**src/rtl/trans_cntr_mem.sv**
```systemverilog
// Bank of transition (toggle) counters with a register-style host port.
// Each counter accumulates popcount(mon_i ^ prev_i) per cycle on its own channel.
module trans_cntr_mem #(
  parameter int unsigned NUM_CNTR = 5,
  parameter int unsigned DIR_W    = 3,
  parameter int unsigned CNT_W    = 32,
  parameter int unsigned MON_W    = 8,
  parameter int unsigned SAT      = 0
) (
  input  logic                      clk,
  input  logic                      reset_L,
  input  logic [NUM_CNTR*MON_W-1:0] mon,
  input  logic [NUM_CNTR-1:0]       cnt_en,
  input  logic                      clr_all,
  input  logic                      req,
  input  logic                      we,
  input  logic [DIR_W-1:0]          dir,
  input  logic [CNT_W-1:0]          wdata,
  output logic [CNT_W-1:0]          rdata,
  output logic                      rvalid,
  output logic                      err,
  output logic [NUM_CNTR-1:0]       ovf
);

  // Popcount widened to CNT_W+1 so it adds straight into the overflow-detecting sum.
  function automatic logic [CNT_W:0] popcnt(input logic [MON_W-1:0] x);
    logic [CNT_W:0] c;
    c = '0;
    for (int b = 0; b < MON_W; b++) begin
      c = c + (CNT_W+1)'(x[b]);
    end
    return c;
  endfunction

  logic [NUM_CNTR*MON_W-1:0] prev_q;
  logic                      prime_q;
  logic [NUM_CNTR*CNT_W-1:0] cnt_flat;
  logic [NUM_CNTR-1:0]       wr_sel;
  logic                      in_range;
  logic [CNT_W-1:0]          rd_val;
  logic [CNT_W-1:0]          rdata_q;
  logic                      rvalid_q;
  logic                      err_q;

  // Extra bit keeps the compare meaningful when NUM_CNTR == 2**DIR_W.
  assign in_range = ({1'b0, dir} < (DIR_W+1)'(NUM_CNTR));

  always_comb begin
    wr_sel = '0;
    for (int i = 0; i < NUM_CNTR; i++) begin
      wr_sel[i] = req && we && in_range && (dir == DIR_W'(i));
    end
  end

  always_comb begin
    rd_val = '0;
    for (int i = 0; i < NUM_CNTR; i++) begin
      if (dir == DIR_W'(i)) begin
        rd_val = cnt_flat[i*CNT_W +: CNT_W];
      end
    end
  end

  for (genvar g = 0; g < NUM_CNTR; g++) begin : g_ch
    logic [MON_W-1:0] diff;
    logic [CNT_W:0]   sum;
    logic [CNT_W-1:0] cnt_q, cnt_d;
    logic             ovf_q, ovf_d;

    assign diff = mon[g*MON_W +: MON_W] ^ prev_q[g*MON_W +: MON_W];
    assign sum  = {1'b0, cnt_q} + popcnt(diff);

    always_comb begin
      cnt_d = cnt_q;
      ovf_d = ovf_q;
      if (clr_all) begin
        cnt_d = '0;
        ovf_d = 1'b0;
      end else if (wr_sel[g]) begin
        cnt_d = wdata;
        ovf_d = 1'b0;
      end else if (prime_q && cnt_en[g]) begin
        if (sum[CNT_W]) begin
          ovf_d = 1'b1;
          cnt_d = (SAT != 0) ? '1 : sum[CNT_W-1:0];
        end else begin
          cnt_d = sum[CNT_W-1:0];
        end
      end
    end

    always_ff @(posedge clk or negedge reset_L) begin
      if (!reset_L) begin
        cnt_q <= '0;
        ovf_q <= 1'b0;
      end else begin
        cnt_q <= cnt_d;
        ovf_q <= ovf_d;
      end
    end

    assign cnt_flat[g*CNT_W +: CNT_W] = cnt_q;
    assign ovf[g]                     = ovf_q;
  end

  // prev samples every edge; prime blocks counting on the first edge after reset.
  always_ff @(posedge clk or negedge reset_L) begin
    if (!reset_L) begin
      prev_q  <= '0;
      prime_q <= 1'b0;
    end else begin
      prev_q  <= mon;
      prime_q <= 1'b1;
    end
  end

  always_ff @(posedge clk or negedge reset_L) begin
    if (!reset_L) begin
      rdata_q  <= '0;
      rvalid_q <= 1'b0;
      err_q    <= 1'b0;
    end else begin
      rvalid_q <= 1'b0;
      err_q    <= 1'b0;
      if (req) begin
        if (!in_range) begin
          err_q <= 1'b1;
          if (!we) begin
            rdata_q <= '0;
          end
        end else if (!we) begin
          rvalid_q <= 1'b1;
          rdata_q  <= rd_val;
        end
      end
    end
  end

  assign rdata  = rdata_q;
  assign rvalid = rvalid_q;
  assign err    = err_q;

endmodule
```
**config.mk**
```make
export PLATFORM = sky130hd
export DESIGN_NAME = trans_cntr_mem
export DESIGN_NICKNAME = d
export VERILOG_FILES = /design/src/rtl/trans_cntr_mem.sv
export SDC_FILE = /design/constraint.sdc
export NUM_CORES = 1
export LEC_CHECK = 0
export ABC_CLOCK_PERIOD_IN_PS = 4450
export CAP_MARGIN = 20
export CORE_UTILIZATION = 32
export DETAILED_ROUTE_END_ITERATION = 7
export SYNTH_ARGS = -nofsm -noshare
export SYNTH_HDL_FRONTEND = slang
export SYNTH_SLANG_ARGS = --single-unit
```
**constraint.sdc**
```tcl
create_clock -name clk -period 4.45 [get_ports clk]
set_clock_uncertainty 0.2 [all_clocks]
set_input_delay 0.89 -clock clk [delete_from_list [all_inputs] [get_ports clk]]
set_output_delay 0.89 -clock clk [all_outputs]
set_load 0.1 [all_outputs]
```
==> impl_metrics.env <==
export IMPL_outcome="completed"
export IMPL_combPwrFrac=0.282
export IMPL_fin_crit_sh=0.9863
export IMPL_ys_async_sr_fraction=1.000
export IMPL_yosysWarnings=0
export IMPL_dr_first_iter_drc_count=1151
export IMPL_worstPathCellList="buf_4, xnor2_4, fa_1, inv_2, fa_1, inv_1, fa_1, inv_1, fa_2, fa_2, a211oi_4, buf_4, nor3_4, buf_4, and3b_1, nor3_1, nor3_1"
export IMPL_clock_latency_ps=560
export IMPL_drv_slew=0
export IMPL_dp_final_hpwl_mm=34.79
export IMPL_globalRouteOverflowTotal=0
export IMPL_clk_pin_slew_worst_paths_ps=60
export IMPL_p_clk_frac=0.357
export IMPL_yosysMostFrequentCell="dfrtp_1"
export IMPL_cp_start_kind="primary input"
export IMPL_yosysTopAreaCell="dfrtp_1"
export IMPL_power_density_nw_per_um2=363.3
export IMPL_hold_ws_ps=121.3
export IMPL_drive_above_1_share=0.1616
export IMPL_vias_per_cell=5.581
export IMPL_die_h_um=216.6
export IMPL_syn_cell_area_um2=14740
export IMPL_rsz0062_at_grt="yes"
export IMPL_crit_end="g_ch[4].cnt_q[8]"
export IMPL_antennaDiodeCount=0
export IMPL_seq_area_frac_synth=0.4075
export IMPL_swShare=0.3205
export IMPL_intPower_mw=4.590
export IMPL_grt_max_degree=85
export IMPL_track_usage=0.2059
export IMPL_ant_nets=0
export IMPL_chipWidth_um=216.6
export IMPL_cts_root_buf="clkbuf_16"
export IMPL_required_ps=4660
export IMPL_grt_first_pass_wirelength_mm=75.49
export IMPL_cts_sinks=240
export IMPL_multiInputGateArea_um2=8735
export IMPL_die_area_um2=46920
export IMPL_clockBufferDepth=3
export IMPL_layout_min_cycle_time_ps=4389
export IMPL_fillers=4442
export IMPL_p_leak_nw=7.497
export IMPL_yosys_top_cells_area="dfrtp_1 41%, a211oi_1 5.6%, xnor2_1 5.4%, nor2_1 4.4%, xor2_1 3.6%"
export IMPL_synthDistinctLibCells=65
export IMPL_area_growth_pct=26.15
export IMPL_slew_headroom=0.3308
export IMPL_first_pass_iters=6
export IMPL_syn_avg_cell_area_um2=9.418
export IMPL_setup_violations_final=0
export IMPL_max_cap_violations=0
export IMPL_worstSetupStartpoint="mon[35]"
export IMPL_cp_end_kind="flip-flop"
export IMPL_syn_inst=1565
export IMPL_rrSetupSlack_ps=90
export IMPL_hold_viol=0
export IMPL_numCtsBuffers=28
export IMPL_cp_slowest_cell="fa_1"
export IMPL_core_region_area_um2=45380
export IMPL_h_tree_depth=1
export IMPL_vdd_drop_max_mv=0.2565
export IMPL_r2r_cells=16
export IMPL_io_buffers=123
export IMPL_tritoncts="built"
export IMPL_rows=78
export IMPL_antenna_found_initial=0
export IMPL_place_congestion=0.9129
export IMPL_netlist_area_leader_share=0.4075
export IMPL_worst_pin_slew_ps=1001
export IMPL_netlist_top_cells_count="240 x dfrtp_1, 173 x nor2_1, 109 x a211oi_1"
export IMPL_worst_r2r_endpoint="g_ch[4].cnt_q[8]"
export IMPL_fin_nets=1832
export IMPL_start_util=0.3248
export IMPL_worstSetupPathType="primary input to flip-flop"
export IMPL_pin_count=124
export IMPL_area_sequential_um2=6006
export IMPL_synth_edff_count=0
export IMPL_fin_cells=2314
export IMPL_totalWireLength_mm=48.57
export IMPL_synth_nets=1705
export IMPL_hold_class="primary input to asynchronous set/reset pin"
export IMPL_p_sw_mw=2.165
export IMPL_ys_ff_latch=240
export IMPL_max_stage_delay_ps=550
export IMPL_fmax_ghz=0.2278
export IMPL_drc_errors=0
export IMPL_power_frac_seq=0.361
export IMPL_reg2reg_from="prev_q[35]"
export IMPL_place_inst=2249
export IMPL_hold_buffers=0
export IMPL_wire_per_inst_um=20.99
export IMPL_crit_fanout=6
export IMPL_arrival_ps=4600
export IMPL_grt_pass1_vias=12730
export IMPL_vias=12910
export IMPL_synthFlopType="dfrtp_1"
## metal layers
layer  vias to the layer above  GRT usage  part of all wire
met3                        67    0.02765             0.069
met4                         0    0.06479             0.029
met5                         -          0                 0
met2                       455     0.3179              0.45
met1                      6383     0.2968              0.45
li1                       6009          -                 -
## placed cells by master (no fill, tap or decap), types with 52 or more instances in the layout
cell type / netlist / final
nand2_1: 93 / 89
xnor2_1: 91 / 76
nand3_1: 77 / 66
xor2_1: 61 / 61
nor2_1: 173 / 172
clkdlybuf4s50_1: 0 / 104
buf_4: 5 / 77
a21oi_1: 60 / 52
nand4_1: 52 / 52
dfrtp_1: 240 / 240
o21ai_0: 56 / 53
a211oi_1: 109 / 99
## critical path: cells and delay by family
kind                     cells  cell delay [ps]
adder cells (fa/ha/maj)      5             2280
buffers and inverters        6              600
AND/OR/NAND/NOR              4              430
AO/OA/AOI/OAI                1              250
XOR/XNOR                     1              140
## cells by family after synthesis
| kind of cell | synth area share |
|---|---|
| XOR/XNOR | 0.09032 |
| other | 0.0002544 |
| multiplexers | 0.04278 |
| adder cells (fa/ha/maj) | 0.05942 |
| flip-flops | 0.4075 |
| AO/OA/AOI/OAI | 0.1600 |
| buffers and inverters | 0.04253 |
| AND/OR/NAND/NOR | 0.1972 |
## state kept, by name, indices dropped and copies added (netlist names)
| name | flops |
|---|---|
| rvalid | 1 |
| g_ch.ovf_q | 5 |
| g_ch.cnt_q | 160 |
| prev_q | 40 |
| rdata | 32 |
| err | 1 |
| prime_q | 1 |
## final cells by class
type | instances | area share
multi-input combinational | 1167 | 0.4698
sequential | 240 | 0.3230
timing repair buffer | 212 | 0.1071
clock buffer | 40 | 0.04502
tap | 600 | 0.04037
inverter | 43 | 0.008680
clock inverter | 12 | 0.006123
## power groups by stage
| stage | Clock, mW | Sequential (mW) | Combinational [mW] |
|---|---|---|---|
| global placement | 0 | 2.47 | 1.72 |
| CTS | 2.45 | 2.43 | 1.84 |
| floorplan | 0 | 2.53 | 1.02 |
| finish | 2.41 | 2.44 | 1.91 |
| global route | 2.53 | 2.45 | 2.12 |
| detailed placement | 0 | 2.47 | 1.75 |
## worst min path at each step
| stage | endpoint | slack, ps | depth (start not counted) |
|---|---|---|---|
| 2_1_floorplan | g_ch[1].ovf_q | 260 | 2 |
| 3_3_place_gp | rdata[14] | 260 | 2 |
| 3_5_place_dp | rdata[23] | 270 | 2 |
| 4_1_cts | prev_q[25] | 150 | 1 |
| 5_1_grt | prev_q[14] | 160 | 1 |
| 6_report | prev_q[25] | 120 | 1 |
## repair_timing
action / 4_1_cts / 5_1_grt
gates cloned: 2 / 1
pin swaps: 42 / 55
setup buffers: 8 / 4
endpoints found under the setup margin: 111 / 79
gates resized for setup: 73 / 47
endpoints found under the hold margin: 0 / 0
## through the flow
step                instance area (µm²)  utilization  power, mW  setup WS, ps  setup TNS, ps
global route                      18590       0.4097      7.103        -70.85         -391.0
finish                            18590       0.4097      6.755         60.92              0
floorplan                         15160            -      3.555        -153.2          -3626
global placement                  17280       0.3809      4.190        -951.2        -103480
CTS                               18420       0.4059      6.721        -17.77         -17.77
detailed placement                17280       0.3809      4.225        -977.5        -109210
No activity file was read; power rests on OpenSTA's default activity.
